--- config.mk ---
export PLATFORM = sky130hd
export DESIGN_NAME = token_move_sequencer
export DESIGN_NICKNAME = d
export VERILOG_FILES = /design/src/rtl/board_pkg.sv /design/src/rtl/step_timer.sv /design/src/rtl/token_move_sequencer.sv
export SDC_FILE = /design/constraint.sdc
export NUM_CORES = 1
export LEC_CHECK = 0
export ABC_AREA = 1
export CAP_MARGIN = 20
export CORE_ASPECT_RATIO = 0.7
export CORE_MARGIN = 2
export CORE_UTILIZATION = 53
export CTS_CLUSTER_SIZE = 24
export DETAILED_ROUTE_END_ITERATION = 12
export PLACE_DENSITY = 0.71
export SLEW_MARGIN = 25
export SYNTH_ARGS = -nofsm -noshare
export SYNTH_HDL_FRONTEND = slang
export SYNTH_SLANG_ARGS = --single-unit
export TNS_END_PERCENT = 10
--- constraint.sdc ---
create_clock -name clk -period 2.2 [get_ports clk]
set_input_delay 0.33 -clock clk [delete_from_list [all_inputs] [get_ports clk]]
set_output_delay 0.33 -clock clk [all_outputs]
set_load 0.02 [all_outputs]
--- src/rtl/board_pkg.sv ---
// Shared board definitions for the token movement path.
package board_pkg;

  localparam int unsigned TILE_MAX = 15;
  localparam int unsigned TILE_W   = 4;

  typedef logic [TILE_W-1:0] tile_t;

  typedef enum logic [2:0] {
    ST_IDLE,
    ST_WAIT,
    ST_LAND,
    ST_EVENT,
    ST_DONE,
    ST_WIN
  } move_state_t;

endpackage

--- src/rtl/step_timer.sv ---
// Step interval counter: counts 0..STEP_CYCLES-1 while enabled, ticks on terminal count.
module step_timer #(
  parameter int unsigned STEP_CYCLES = 25_000_000
) (
  input  logic clk,
  input  logic reset,
  input  logic en,
  input  logic clr,
  output logic tick_c
);

  localparam int unsigned CNT_W = (STEP_CYCLES > 1) ? $clog2(STEP_CYCLES) : 1;
  localparam logic [CNT_W-1:0] TERM = CNT_W'(STEP_CYCLES - 1);

  logic [CNT_W-1:0] count_q;
  logic [CNT_W-1:0] count_d;

  assign tick_c = en && (count_q == TERM);

  // Next count: clear wins, otherwise wrap at the terminal count.
  always_comb begin
    count_d = count_q;
    if (clr) begin
      count_d = '0;
    end else if (en) begin
      count_d = tick_c ? '0 : count_q + CNT_W'(1);
    end
  end

  // Count register, synchronous active-low reset.
  always_ff @(posedge clk) begin
    if (!reset) begin
      count_q <= '0;
    end else begin
      count_q <= count_d;
    end
  end

endmodule

--- src/rtl/token_move_sequencer.sv ---
// Walks one player's token tile by tile, holds on event tiles and flags a win.
module token_move_sequencer #(
  parameter int unsigned TILE_MAX    = board_pkg::TILE_MAX,
  parameter int unsigned STEP_CYCLES = 25_000_000,
  parameter logic [15:0] EVENT_MASK  = 16'h0000
) (
  input  logic       clk,
  input  logic       reset,
  input  logic       new_game,
  input  logic       move_req,
  input  logic       move_player,
  input  logic [2:0] move_steps,
  input  logic       event_end_tick,
  output logic       move_ack,
  output logic       busy,
  output logic [3:0] p1_pos,
  output logic [3:0] p2_pos,
  output logic       pos_valid,
  output logic       event_flag,
  output logic       turn_done,
  output logic       winner_valid,
  output logic       winner_id
);

  import board_pkg::tile_t;
  import board_pkg::move_state_t;
  import board_pkg::ST_IDLE;
  import board_pkg::ST_WAIT;
  import board_pkg::ST_LAND;
  import board_pkg::ST_EVENT;
  import board_pkg::ST_DONE;
  import board_pkg::ST_WIN;

  localparam tile_t LAST_TILE = tile_t'(TILE_MAX);

  move_state_t state_q, state_d;
  logic        player_q, player_d;
  logic [2:0]  steps_left_q, steps_left_d;
  tile_t       p1_pos_q, p1_pos_d;
  tile_t       p2_pos_q, p2_pos_d;
  logic        ack_q, ack_d;
  logic        busy_q, busy_d;
  logic        pos_valid_q, pos_valid_d;
  logic        event_flag_q, event_flag_d;
  logic        turn_done_q, turn_done_d;
  logic        winner_valid_q, winner_valid_d;
  logic        winner_id_q, winner_id_d;
  // Set when DONE was entered from EVENT: the completion pulse was already issued.
  logic        evt_exit_q, evt_exit_d;

  logic        timer_en_c;
  logic        timer_clr_c;
  logic        timer_tick_c;
  tile_t       cur_pos_c;
  tile_t       next_pos_c;

  assign cur_pos_c  = player_q ? p2_pos_q : p1_pos_q;
  assign next_pos_c = cur_pos_c + tile_t'(1);

  step_timer #(
    .STEP_CYCLES (STEP_CYCLES)
  ) u_step_timer (
    .clk    (clk),
    .reset  (reset),
    .en     (timer_en_c),
    .clr    (timer_clr_c),
    .tick_c (timer_tick_c)
  );

  // Next-state, request latch, position update and registered-output logic.
  always_comb begin
    state_d        = state_q;
    player_d       = player_q;
    steps_left_d   = steps_left_q;
    p1_pos_d       = p1_pos_q;
    p2_pos_d       = p2_pos_q;
    ack_d          = 1'b0;
    busy_d         = (state_q != ST_IDLE);
    pos_valid_d    = 1'b0;
    event_flag_d   = (state_q == ST_EVENT);
    turn_done_d    = (state_q == ST_DONE) && !evt_exit_q;
    winner_valid_d = winner_valid_q;
    winner_id_d    = winner_id_q;
    evt_exit_d     = 1'b0;
    timer_en_c     = (state_q == ST_WAIT);
    timer_clr_c    = 1'b0;

    if (new_game) begin
      state_d        = ST_IDLE;
      player_d       = 1'b0;
      steps_left_d   = 3'd0;
      p1_pos_d       = '0;
      p2_pos_d       = '0;
      busy_d         = 1'b0;
      event_flag_d   = 1'b0;
      turn_done_d    = 1'b0;
      winner_valid_d = 1'b0;
      winner_id_d    = 1'b0;
      timer_en_c     = 1'b0;
      timer_clr_c    = 1'b1;
    end else begin
      unique case (state_q)
        ST_IDLE: begin
          if (move_req && !winner_valid_q) begin
            player_d     = move_player;
            steps_left_d = move_steps;
            ack_d        = 1'b1;
            timer_clr_c  = 1'b1;
            state_d      = (move_steps == 3'd0) ? ST_DONE : ST_WAIT;
          end
        end
        ST_WAIT: begin
          if (timer_tick_c) begin
            timer_clr_c  = 1'b1;
            pos_valid_d  = 1'b1;
            steps_left_d = steps_left_q - 3'd1;
            if (player_q) begin
              p2_pos_d = next_pos_c;
            end else begin
              p1_pos_d = next_pos_c;
            end
            if (next_pos_c == LAST_TILE) begin
              state_d        = ST_WIN;
              winner_valid_d = 1'b1;
              winner_id_d    = player_q;
            end else if (steps_left_q == 3'd1) begin
              state_d = ST_LAND;
            end
          end
        end
        ST_LAND: begin
          state_d = EVENT_MASK[cur_pos_c] ? ST_EVENT : ST_DONE;
        end
        ST_EVENT: begin
          if (event_end_tick) begin
            state_d      = ST_DONE;
            turn_done_d  = 1'b1;
            event_flag_d = 1'b0;
            evt_exit_d   = 1'b1;
          end
        end
        ST_DONE: begin
          state_d = ST_IDLE;
        end
        ST_WIN: begin
          state_d = ST_WIN;
        end
        default: begin
          state_d = ST_IDLE;
        end
      endcase
    end
  end

  // State and output registers, synchronous active-low reset.
  always_ff @(posedge clk) begin
    if (!reset) begin
      state_q        <= ST_IDLE;
      player_q       <= 1'b0;
      steps_left_q   <= 3'd0;
      p1_pos_q       <= '0;
      p2_pos_q       <= '0;
      ack_q          <= 1'b0;
      busy_q         <= 1'b0;
      pos_valid_q    <= 1'b0;
      event_flag_q   <= 1'b0;
      turn_done_q    <= 1'b0;
      winner_valid_q <= 1'b0;
      winner_id_q    <= 1'b0;
      evt_exit_q     <= 1'b0;
    end else begin
      state_q        <= state_d;
      player_q       <= player_d;
      steps_left_q   <= steps_left_d;
      p1_pos_q       <= p1_pos_d;
      p2_pos_q       <= p2_pos_d;
      ack_q          <= ack_d;
      busy_q         <= busy_d;
      pos_valid_q    <= pos_valid_d;
      event_flag_q   <= event_flag_d;
      turn_done_q    <= turn_done_d;
      winner_valid_q <= winner_valid_d;
      winner_id_q    <= winner_id_d;
      evt_exit_q     <= evt_exit_d;
    end
  end

  assign move_ack     = ack_q;
  assign busy         = busy_q;
  assign p1_pos       = p1_pos_q;
  assign p2_pos       = p2_pos_q;
  assign pos_valid    = pos_valid_q;
  assign event_flag   = event_flag_q;
  assign turn_done    = turn_done_q;
  assign winner_valid = winner_valid_q;
  assign winner_id    = winner_id_q;

endmodule

==> metrics.txt, run 1 <==
Setup Viol. Count Final=0; Gate Count Post-Synth=359; Hold Path Class=flop to flop; max-slew violation count=0; min Tclk post-route=1.91 ns; Hold Path Sink=turn_done$_SDFF_PP0_; switch share=24.4%; fill count=between 400 and 500; sum of routed wire length over all layers=5570 um; hold_sp=evt_exit_q$_SDFF_PP0_; first-pass GRT wire length=9300 um; CP max FO=14; worst r2r src=u_step_timer.count_q[0]$_SDFFE_PP0P_; Max clock buf depth=2; worst skew pair latency=0.30 ns; Max-slew headroom=around 77%; gr usage total=a little over a fifth; VDD IR-drop max=roughly 0.00031 V; hold_ws=0.455 ns; setup slack, reg-to-reg=a little under 0.3 ns; initial antenna violation count=0; # Post-CTS Setup Buffers=0; chip height=around 63 um; CP arrival=2.11 ns; final core occ=63.7%; Syn-to-layout area delta=16.0%; multi-input logic area=1410 sq um; # Max-Cap Violations=0; number of global-route vias before repair=1,953; Synthesis Warnings=0; startpoint types=flop; Post-synth top flop=dfxtp_1; total power=0.00157 W; Synth Register Bits=48; Syn Nets=approximately 370; syn_area_per_cell=7.27 sq um; power per cell area=520 nW/um^2; CP Capture Type=flop; period utilisation layout=86.7%; CP cell instances=ha_1 -> nand2_1 -> nor2_4 -> nand3_1 -> nor2_1 -> nand3_4 -> nand2_1 -> nand2_1 -> nor2_4 -> nand3_1 -> nand2_1 -> nor2_1; CTS tree=yes; area share of the largest cell type after synthesis=approximately 37%; Hold Vio Cnt, Final=0; initial core utilization=54.9%; Worst Reg-to-Reg Cells=12; RSZ-0062 raised after global routing=false; Post-synth EDFFs=0; DRT Pass-1 Iters=5; wire per inst=12.2 um; grt ovf=0; Sw Pwr=0.000384 W; antenna cells=0; # port buffers=23; Async SR Flop Fraction=0%; clock sinks=48; Core Rows=21; hold depth=1; Worst R2R End=state_q[0]$_SDFFE_PP0P_; Core Area=approximately 4800 sq um; most used cell, CP=nand2_1; Max Clk Rate=525 MHz; clock root cell=clkbuf_8; Required @ worst endpoint=2.41 ns; register area=961 sq um; ranking of synthesized cells by area=dfxtp_1, nand2_1, nor2_1, inv_1, nand3_1; Layout Nets=402; worst slew pin tran=0.338 ns; CP Class=flop to flop; DRC Markers=0; slowest CP cell=dfxtp_1; Post-CTS Hold Buffers=0; largest net degree at the start of global routing=21; Final ANT Viol Nets=0; Int Pwr=0.00119 W; gpl congestion=0.883; Vias per Instance=5.08; htree depth=2; share of cells above drive strength 1=12.1%; register area share after synthesis=36.8%; area leader, netlist=dfxtp_1; post-DP HPWL=around 4300 um; post-cts gate resize count=0; Vias=around 2,300; CTS buffer count=5; 1st-iter DRT viols=155; Netlist cell types=40; static leakage=1.11 nW; status=complete, no violations; Logic pwr share=9.1%; Reg power frac=56.2%; Worst-path clk slew=~0.090 ns; die area=5510 sq um; Mapped Area=2610 sq um; CP max stage delay=0.38 ns; Clk pwr share=34.6%; Chip Width=87.9 um; Worst Skew=0.0110 ns; setup_tns=0 ns; num ports=24
==> cell type report <==
| type | count | area share (%) |
|---|---|---|
| Multi-Input combinational cell | 254 | 46.7 |
| Sequential cell | 48 | 31.7 |
| Timing Repair Buffer | 28 | 9.26 |
| Inverter | 51 | 6.49 |
| Clock buffer | 8 | 2.98 |
| Tap cell | 69 | 2.85 |
==> how the worst max path moves through the flow <==
stage / cells past startpoint / start / slack [ns] / endpoint
final: 12 / u_step_timer.count_q[0]$_SDFFE_PP0P_ / 0.29 / state_q[0]$_SDFFE_PP0P_
after global placement: 9 / new_game / 0.20 / u_step_timer.count_q[17]$_SDFFE_PP0P_
after global routing: 11 / player_q$_SDFFE_PP0N_ / 0.09 / state_q[0]$_SDFFE_PP0P_
after detailed placement: 9 / new_game / 0.18 / u_step_timer.count_q[23]$_SDFFE_PP0P_
after CTS: 12 / u_step_timer.count_q[0]$_SDFFE_PP0P_ / 0.30 / state_q[0]$_SDFFE_PP0P_
after floorplan: 11 / p1_pos[0]$_SDFFE_PP0P_ / 0.55 / state_q[0]$_SDFFE_PP0P_
==> Yosys cell counts, types with 2 or more instances <==
library cell	instances
nand3b_1	5
nand2_2	6
dfxtp_1	48
nor2_4	6
ha_1	5
xnor2_1	3
inv_1	44
nor3_2	5
a31oi_1	2
nor2_1	50
nand3_1	23
buf_2	2
xor2_1	10
a21oi_1	17
buf_4	2
nor4_1	2
a211oi_1	2
inv_2	6
o21ai_1	5
o21ai_0	13
nor2_2	5
nand4_1	3
nor3_1	11
nand2_1	68
==> sequential cells by signal, summed over array words and instances, names as in the netlist <==
| register | cells |
|---|---|
| p2_pos | 4 |
| busy | 1 |
| winner_valid | 1 |
| winner_id | 1 |
| u_step_timer.count_q | 25 |
| pos_valid | 1 |
| steps_left_q | 3 |
| player_q | 1 |
| state_q | 3 |
| move_ack | 1 |
| evt_exit_q | 1 |
| turn_done | 1 |
| event_flag | 1 |
| p1_pos | 4 |
==> critical path: cells and delay by family (launching register included) <==
family	cells	cell delay (ns)
adder cells (fa/ha/maj)	1	0.19
flip-flops	1	0.38
AND/OR/NAND/NOR	11	1.22
==> per-layer routing <==
metal	track usage [%]	vias up	part of all wire, %
met5	0	-	0
li1	-	1207	-
met2	27.4	65	38
met4	5.77	0	1.2
met1	35.6	1048	55
met3	4.62	7	5.9
==> kinds of logic after synthesis <==
kind of cell	synth area share (%)
flops	36.8
simple gates	38.0
compound gates	9.34
buf+inv	9.06
fa+ha+maj	2.40
xor+xnor	4.36
==> cell usage in the layout, fill, tap and decap left out, types with 4 or more instances in the layout <==
cell / n
nand2_1: 68
o21ai_0: 13
clkdlybuf4s50_1: 23
nor2_1: 50
nand3b_1: 5
inv_2: 6
buf_4: 4
ha_1: 5
xor2_1: 10
inv_1: 44
nor3_1: 11
o21ai_1: 5
nor3_2: 5
clkbuf_8: 6
nor2_4: 6
dfxtp_1: 48
nand2_2: 6
nor2_2: 5
nand3_1: 23
a21oi_1: 17
==> through the flow <==
stage | instances | instance area, sq um | worst slack [ns]
floorplan | 359 | 2610 | 0.545
global placement | 450 | 2940 | 0.200
detailed placement | 450 | 2940 | 0.180
CTS | 458 | 3030 | 0.302
global route | 458 | 3030 | 0.0856
finish | 458 | 3030 | 0.294
==> power by group through the flow <==
stage               Combinational [W]  Clock [W]  Sequential (W)
floorplan                   0.0000968          0        0.000906
global placement             0.000141          0        0.000905
detailed placement           0.000143          0        0.000905
CTS                          0.000144   0.000557        0.000885
global route                 0.000158   0.000593        0.000886
finish                       0.000143   0.000545        0.000885
No activity file was read; power rests on OpenSTA's default activity.
==> inputs of run 2 (changes only) <==
Settings changed: REMOVE_ABC_BUFFERS from default to 1.
==> run 2 against run 1 <==
  * Final area about the same
  * Critical path type unchanged
  * Highest routed layer unchanged
  * Worst hold slack got worse by 0.0053 ns
  * Sequential cell count unchanged
  * Critical endpoint is now steps_left_q[0]$_SDFFE_PP0P_
  * Total power about the same
  * Via count about the same
==> metrics.txt, run 2 (synthesis gave the netlist of run 1 again) <==
clock sinks=48 (unchanged); initial core utilization=54.9% (unchanged); CTS buffer count=5 (unchanged); Max clock buf depth=2 (unchanged); # port buffers=23 (unchanged); static leakage=1.11 nW (about the same); Syn-to-layout area delta=16.0% (about the same); total power=0.00157 W (about the same); Final Non-Filler Cells=458 (unchanged); # Max-Cap Violations=0 (unchanged); Core Area=4760 sq um (unchanged); setup slack, reg-to-reg=0.31 ns (was 0.29 ns); Logic pwr share=9.0% (was 9.1%); Chip Width=87.9 um (unchanged); largest reg by FF count=u_step_timer.count_q (unchanged); status=complete, no violations (unchanged); fill count=429 (was 428); final instance area=3030 sq um (about the same); CP max stage delay=0.38 ns (about the same); clock root cell=clkbuf_8 (unchanged); switch share=26.3% (was 24.4%); num ports=24 (unchanged); Worst-path clk slew=0.10 ns (was 0.09 ns); Vias=2,325 (was 2,327); period utilisation layout=85.9% (was 86.7%); family with the most delay on the worst path=simple AND/OR/NAND/NOR gates (unchanged); antenna cells=0 (unchanged); Worst Skew=0.0135 ns (was 0.0110 ns); Reg power frac=56.3% (was 56.2%); Max Clk Rate=529 MHz (was 525 MHz); Final ANT Viol Nets=0 (unchanged); worst slew pin tran=0.366 ns (was 0.338 ns); RSZ-0062 raised after global routing=false (unchanged); die area=5510 sq um (unchanged); Max-slew headroom=75.5% (was 77.3%); CP arrival=2.09 ns (was 2.11 ns); Layout Nets=402 (unchanged); Required @ worst endpoint=2.40 ns (was 2.41 ns); share of cells above drive strength 1=12.9% (was 12.1%); first-pass GRT wire length=9660 um (was 9300 um); CTS tree=yes (unchanged); gr usage total=22.1% (was 21.6%); Core Rows=21 (unchanged); Sw Pwr=0.000414 W (was 0.000384 W); gpl congestion=0.858 (was 0.883); slowest CP cell=dfxtp_1 (unchanged); worst skew pair latency=0.31 ns (was 0.30 ns); CP max FO=14 (unchanged); number of global-route vias before repair=2,099 (was 1,953); CP Capture Type=flop (unchanged); Hold Path Class=flop to flop (unchanged); max-slew violation count=0 (unchanged); commonest non-fill, non-tap cell in the layout=nand2_1 (unchanged); post-DP HPWL=4180 um (was 4310 um); max reg flops=25 (unchanged); grt ovf=0 (unchanged); setup_tns=0 ns (unchanged); Vias per Instance=5.08 (about the same); Int Pwr=0.00116 W (was 0.00119 W); CP cell instances=ha_1 -> nand2_1 -> nor2_4 -> nand3_1 -> nor2_1 -> nand3_4 -> nand2_2 -> inv_1 -> o21ai_0 -> a21oi_1 (was ha_1 -> nand2_1 -> nor2_4 -> nand3_1 -> nor2_1 -> nand3_4 -> nand2_1 -> nand2_1 -> nor2_4 -> nand3_1 -> nand2_1 -> nor2_1); hold_ws=0.450 ns (was 0.455 ns); CP Class=flop to flop (unchanged); Hold Vio Cnt, Final=0 (unchanged); power per cell area=519 nW/um^2 (was 520 nW/um^2); VDD IR-drop max=0.000319 V (was 0.000307 V); Setup Viol. Count Final=0 (unchanged); Cells after DPL=450 (unchanged); DRC Markers=0 (unchanged); wire per inst=12.0 um (was 12.2 um); most frequent cells in the layout=nand2_1, nor2_1, dfxtp_1 (unchanged); Clk pwr share=34.7% (was 34.6%); DRT Pass-1 Iters=4 (was 5); CP Buf/Inv Count=1 (was 0); htree depth=2 (unchanged); startpoint types=flop (unchanged); min Tclk post-route=1.89 ns (was 1.91 ns); Post-DP Area=2940 sq um (unchanged); chip height=62.7 um (unchanged); initial antenna violation count=0 (unchanged); largest net degree at the start of global routing=18 (was 21); sum of routed wire length over all layers=5490 um (was 5570 um); 1st-iter DRT viols=103 (was 155)
==> run 2: cell types whose count changed in the layout (fill, tap and decap cells not counted), sizes merged <==
cell and delta:
clkinv +1, clkbuf -3, inv +1, clkinvlp +1
==> run 2: repair_timing <==
item	4_1_cts	5_1_grt
hold buffers	0	0
gates resized for setup	0	1
setup buffers	0	0
endpoints found under the setup margin	0	1
==> run 2: cell type report <==
cell class	count	area [sq um]	area share [%]
timing repair buffer	28	280	9.25
inverter	51	196	6.48
clock inverter	3	21.3	0.702
clock buffer	5	68.8	2.27
sequential	48	962	31.8
tap	69	86.3	2.85
multi-input combinational	254	1410	46.7
==> run 2: layer usage <==
| layer | GRT usage [%] | part of all wire, % | wire length (um) | vias up |
|---|---|---|---|---|
| li1 | - | - | - | 1215 |
| met1 | 34.7 | 55 | 3000 | 1028 |
| met2 | 28.9 | 38 | 2080 | 74 |
| met3 | 4.89 | 5.8 | 317 | 8 |
| met4 | 8.27 | 1.7 | 91 | 0 |
| met5 | 0 | 0 | 0 | - |
==> run 2: per-stage QoR <==
step                      utilization [%]  setup WS, ns
after global routing                 63.7        0.0846
after detailed placement             61.8         0.152
after CTS                            63.7         0.202
final                                63.7         0.311
after global placement               61.8         0.189
after floorplan                         -         0.445
==> run 2: power by group through the flow <==
stage / logic, W / clock network, W / registers, W
2_1_floorplan: 0.0000900 / 0 / 0.000907
3_3_place_gp: 0.000140 / 0 / 0.000906
3_5_place_dp: 0.000141 / 0 / 0.000906
4_1_cts: 0.000142 / 0.000563 / 0.000886
5_1_grt: 0.000159 / 0.000592 / 0.000887
6_report: 0.000142 / 0.000546 / 0.000886
==> run 2: worst paths after layout <==
kind                                                           start                            to  depth (start not counted)
worst max-delay path            u_step_timer.count_q[0]$_SDFFE_PP0P_  steps_left_q[0]$_SDFFE_PP0P_                         10
worst min-delay path                           evt_exit_q$_SDFF_PP0_          turn_done$_SDFF_PP0_                          1
worst max register to register  u_step_timer.count_q[0]$_SDFFE_PP0P_  steps_left_q[0]$_SDFFE_PP0P_                         10
worst min register to register                 evt_exit_q$_SDFF_PP0_          turn_done$_SDFF_PP0_                          1
==> run 2: worst register-to-register path, stage by stage, from the launching register on <==
cell and delay, ns:
dfxtp_1 0.38, ha_1 0.18, nand2_1 0.09, nor2_4 0.14
nand3_1 0.09, nor2_1 0.19, nand3_4 0.21, nand2_2 0.18
inv_1 0.10, o21ai_0 0.16, a21oi_1 0.06
==> inputs of run 3 (changes only) <==
Settings changed: CORE_MARGIN 2 to 4.
==> run 3 against run 2 <==
  * Sequential share of layout area down 0.66 points
  * Highest routed layer unchanged
  * Worst setup slack worse by 0.0067 ns
  * Combinational power about the same
  * Die area is 11% higher
  * Utilization is 0.98 points higher
  * Count of clock-buffer cells in the layout unchanged
  * Critical path depth grew 1
  * Sequential power about the same
  * Non-clock buffer count rose by 1
  * Register-to-register slack about the same
  * Global-route usage shrank 2.0 points
  * Worst hold slack worse by 0.0049 ns
==> metrics.txt, run 3 (synthesis gave the netlist of run 1 again) <==
worst slew pin tran=0.317 ns (was 0.366 ns); Post-DP Area=2930 sq um (was 2940 sq um); most used cell, CP=nand2_1; Max Clk Rate=527 MHz (was 529 MHz); initial core utilization=54.6% (was 54.9%); Core Area=4780 sq um (was 4760 sq um); Hold Vio Cnt, Final=0 (unchanged); antenna cells=0 (unchanged); Chip Width=91.9 um (was 87.9 um); clock sinks=48 (unchanged); clock root cell=clkbuf_8 (unchanged); hold_sp=evt_exit_q$_SDFF_PP0_ (unchanged); gr usage total=20.1% (was 22.1%); CP max stage delay=0.45 ns (was 0.38 ns); total power=0.00191 W (was 0.00157 W); grt ovf=0 (unchanged); num ports=24 (unchanged); VDD IR-drop max=0.000352 V (was 0.000319 V); final instance area=3090 sq um (was 3030 sq um); sum of routed wire length over all layers=5670 um (was 5490 um); Worst Reg-to-Reg Cells=11 (was 10); Worst-path clk slew=0.09 ns (was 0.10 ns); routing usage on met1=28.9% (was 34.7%); Syn-to-layout area delta=18.4% (was 16.0%); worst skew pair latency=0.31 ns (about the same); Layout Nets=403 (was 402); post-DP HPWL=4340 um (was 4180 um); startpoint types=flop (unchanged); htree depth=2 (unchanged); DRT Pass-1 Iters=4 (unchanged); 1st-iter DRT viols=123 (was 103); Required @ worst endpoint=2.40 ns (about the same); CP max FO=11 (was 14); most frequent cells in the layout=nand2_1, nor2_1, dfxtp_1 (unchanged); Max-slew headroom=78.7% (was 75.5%); # Max-Cap Violations=0 (unchanged); die area=6130 sq um (was 5510 sq um); max-slew violation count=0 (unchanged); CTS buffer count=5 (unchanged); CTS tree=yes (unchanged); CP cell instances=nand2_1 -> o21ai_1 -> ha_1 -> nand3b_1 -> nand2_1 -> nor2_1 -> nand2_2 -> nand3b_1 -> nand3_1 -> nand2_1 -> nor2_1 (was ha_1 -> nand2_1 -> nor2_4 -> nand3_1 -> nor2_1 -> nand3_4 -> nand2_2 -> inv_1 -> o21ai_0 -> a21oi_1); Max clock buf depth=2 (unchanged); gpl congestion=0.885 (was 0.858); max reg flops=25 (unchanged); slowest CP cell=dfxtp_2 (was dfxtp_1); Final ANT Viol Nets=0 (unchanged); Hold Path Sink=turn_done$_SDFF_PP0_ (unchanged); CP Capture Type=flop (unchanged); Worst R2R End=state_q[0]$_SDFFE_PP0P_ (was steps_left_q[0]$_SDFFE_PP0P_); hold depth=1 (unchanged); static leakage=1.14 nW (was 1.11 nW); Hold Path Class=flop to flop (unchanged); Core Rows=21 (unchanged); largest net degree at the start of global routing=16 (was 18); number of global-route vias before repair=2,098 (was 2,099); worst r2r src=player_q$_SDFFE_PP0N_ (was u_step_timer.count_q[0]$_SDFFE_PP0P_); setup_tns=0 ns (unchanged); commonest non-fill, non-tap cell in the layout=nand2_1 (unchanged); min Tclk post-route=1.90 ns (was 1.89 ns); Post-CTS Hold Buffers=0 (unchanged); power per cell area=618 nW/um^2 (was 519 nW/um^2); Vias per Instance=5.07 (was 5.08); met2 Use GR=29.4% (was 28.9%); CP arrival=2.10 ns (was 2.09 ns); wire per inst=12.4 um (was 12.0 um); chip height=66.7 um (was 62.7 um); status=complete, no violations (unchanged); GRT met3 Usage=4.06% (was 4.89%); fill count=431 (was 429); period utilisation layout=86.2% (was 85.9%); RSZ-0062 raised after global routing=false (unchanged); DRC Markers=0 (unchanged); Vias=2,326 (was 2,325); # port buffers=23 (unchanged); most used routing layer in global routing=met2 (was met1); largest reg by FF count=u_step_timer.count_q (unchanged); initial antenna violation count=0 (unchanged); Worst Skew=0.00710 ns (was 0.0135 ns); CP Class=flop to flop (unchanged); Setup Viol. Count Final=0 (unchanged); first-pass GRT wire length=9710 um (was 9660 um); share of cells above drive strength 1=13.1% (was 12.9%); setup slack, reg-to-reg=0.30 ns (was 0.31 ns)
-- run 3: cell types whose count changed in the layout (fill, tap and decap cells not counted), sizes merged --
cell and delta:
clkinv -1, bufinv +3, inv -1, buf +1
clkinvlp -1
-- run 3: how the worst max path moves through the flow --
stage,startpoint,end,slack (ns),cells past startpoint
after floorplan,player_q$_SDFFE_PP0N_,state_q[1]$_SDFFE_PP0P_,0.45,11
after global placement,new_game,u_step_timer.count_q[19]$_SDFFE_PP0P_,0.20,9
after detailed placement,new_game,u_step_timer.count_q[17]$_SDFFE_PP0P_,0.17,9
after CTS,player_q$_SDFFE_PP0N_,winner_id$_SDFFE_PP0P_,0.21,10
after global routing,player_q$_SDFFE_PP0N_,state_q[0]$_SDFFE_PP0P_,0.14,12
final,player_q$_SDFFE_PP0N_,state_q[0]$_SDFFE_PP0P_,0.30,11
-- run 3: report_power, final --
part | internal [W] | switching [W] | total (W)
clock | 0.000568 | 0.000317 | 0.000885
sequential | 0.000877 | 0.00000880 | 0.000886
combinational | 0.0000554 | 0.0000849 | 0.000140
-- run 3: repair_timing --
action | in CTS | in global routing
setup buffers | 0 | 0
setup endpoints to repair | 0 | 1
resized for setup | 0 | 1
-- run 3: worst max-delay path: cells and delay by family (launching register included) --
kind	cells	cell delay (ns)
flip-flops	1	0.45
AO/OA/AOI/OAI	1	0.19
adder cells (fa/ha/maj)	1	0.22
AND/OR/NAND/NOR	9	0.93
-- run 3: metal layers --
metal	share of wire, %	wire length (um)
met2	39	2230
met1	54	3070
met5	0	0
met4	1.3	76
met3	5.3	298
-- run 3: layout make-up --
| type | count | area [sq um] | share of cell area (%) |
|---|---|---|---|
| clock buffer | 5 | 68.8 | 2.22 |
| inverter | 51 | 196 | 6.35 |
| timing repair buffer | 29 | 275 | 8.90 |
| sequential | 48 | 962 | 31.1 |
| multi-input combinational | 254 | 1410 | 45.7 |
| clock inverter | 3 | 90.1 | 2.91 |
| tap | 69 | 86.3 | 2.79 |
-- run 3: stage by stage --
step | instances | util, % | worst slack, ns | hold WS, ns
floorplan | 353 | - | 0.445 | 0.402
global placement | 451 | 61.3 | 0.204 | 0.429
detailed placement | 451 | 61.3 | 0.168 | 0.434
CTS | 459 | 64.7 | 0.210 | 0.445
global route | 459 | 64.7 | 0.135 | 0.475
finish | 459 | 64.7 | 0.304 | 0.445
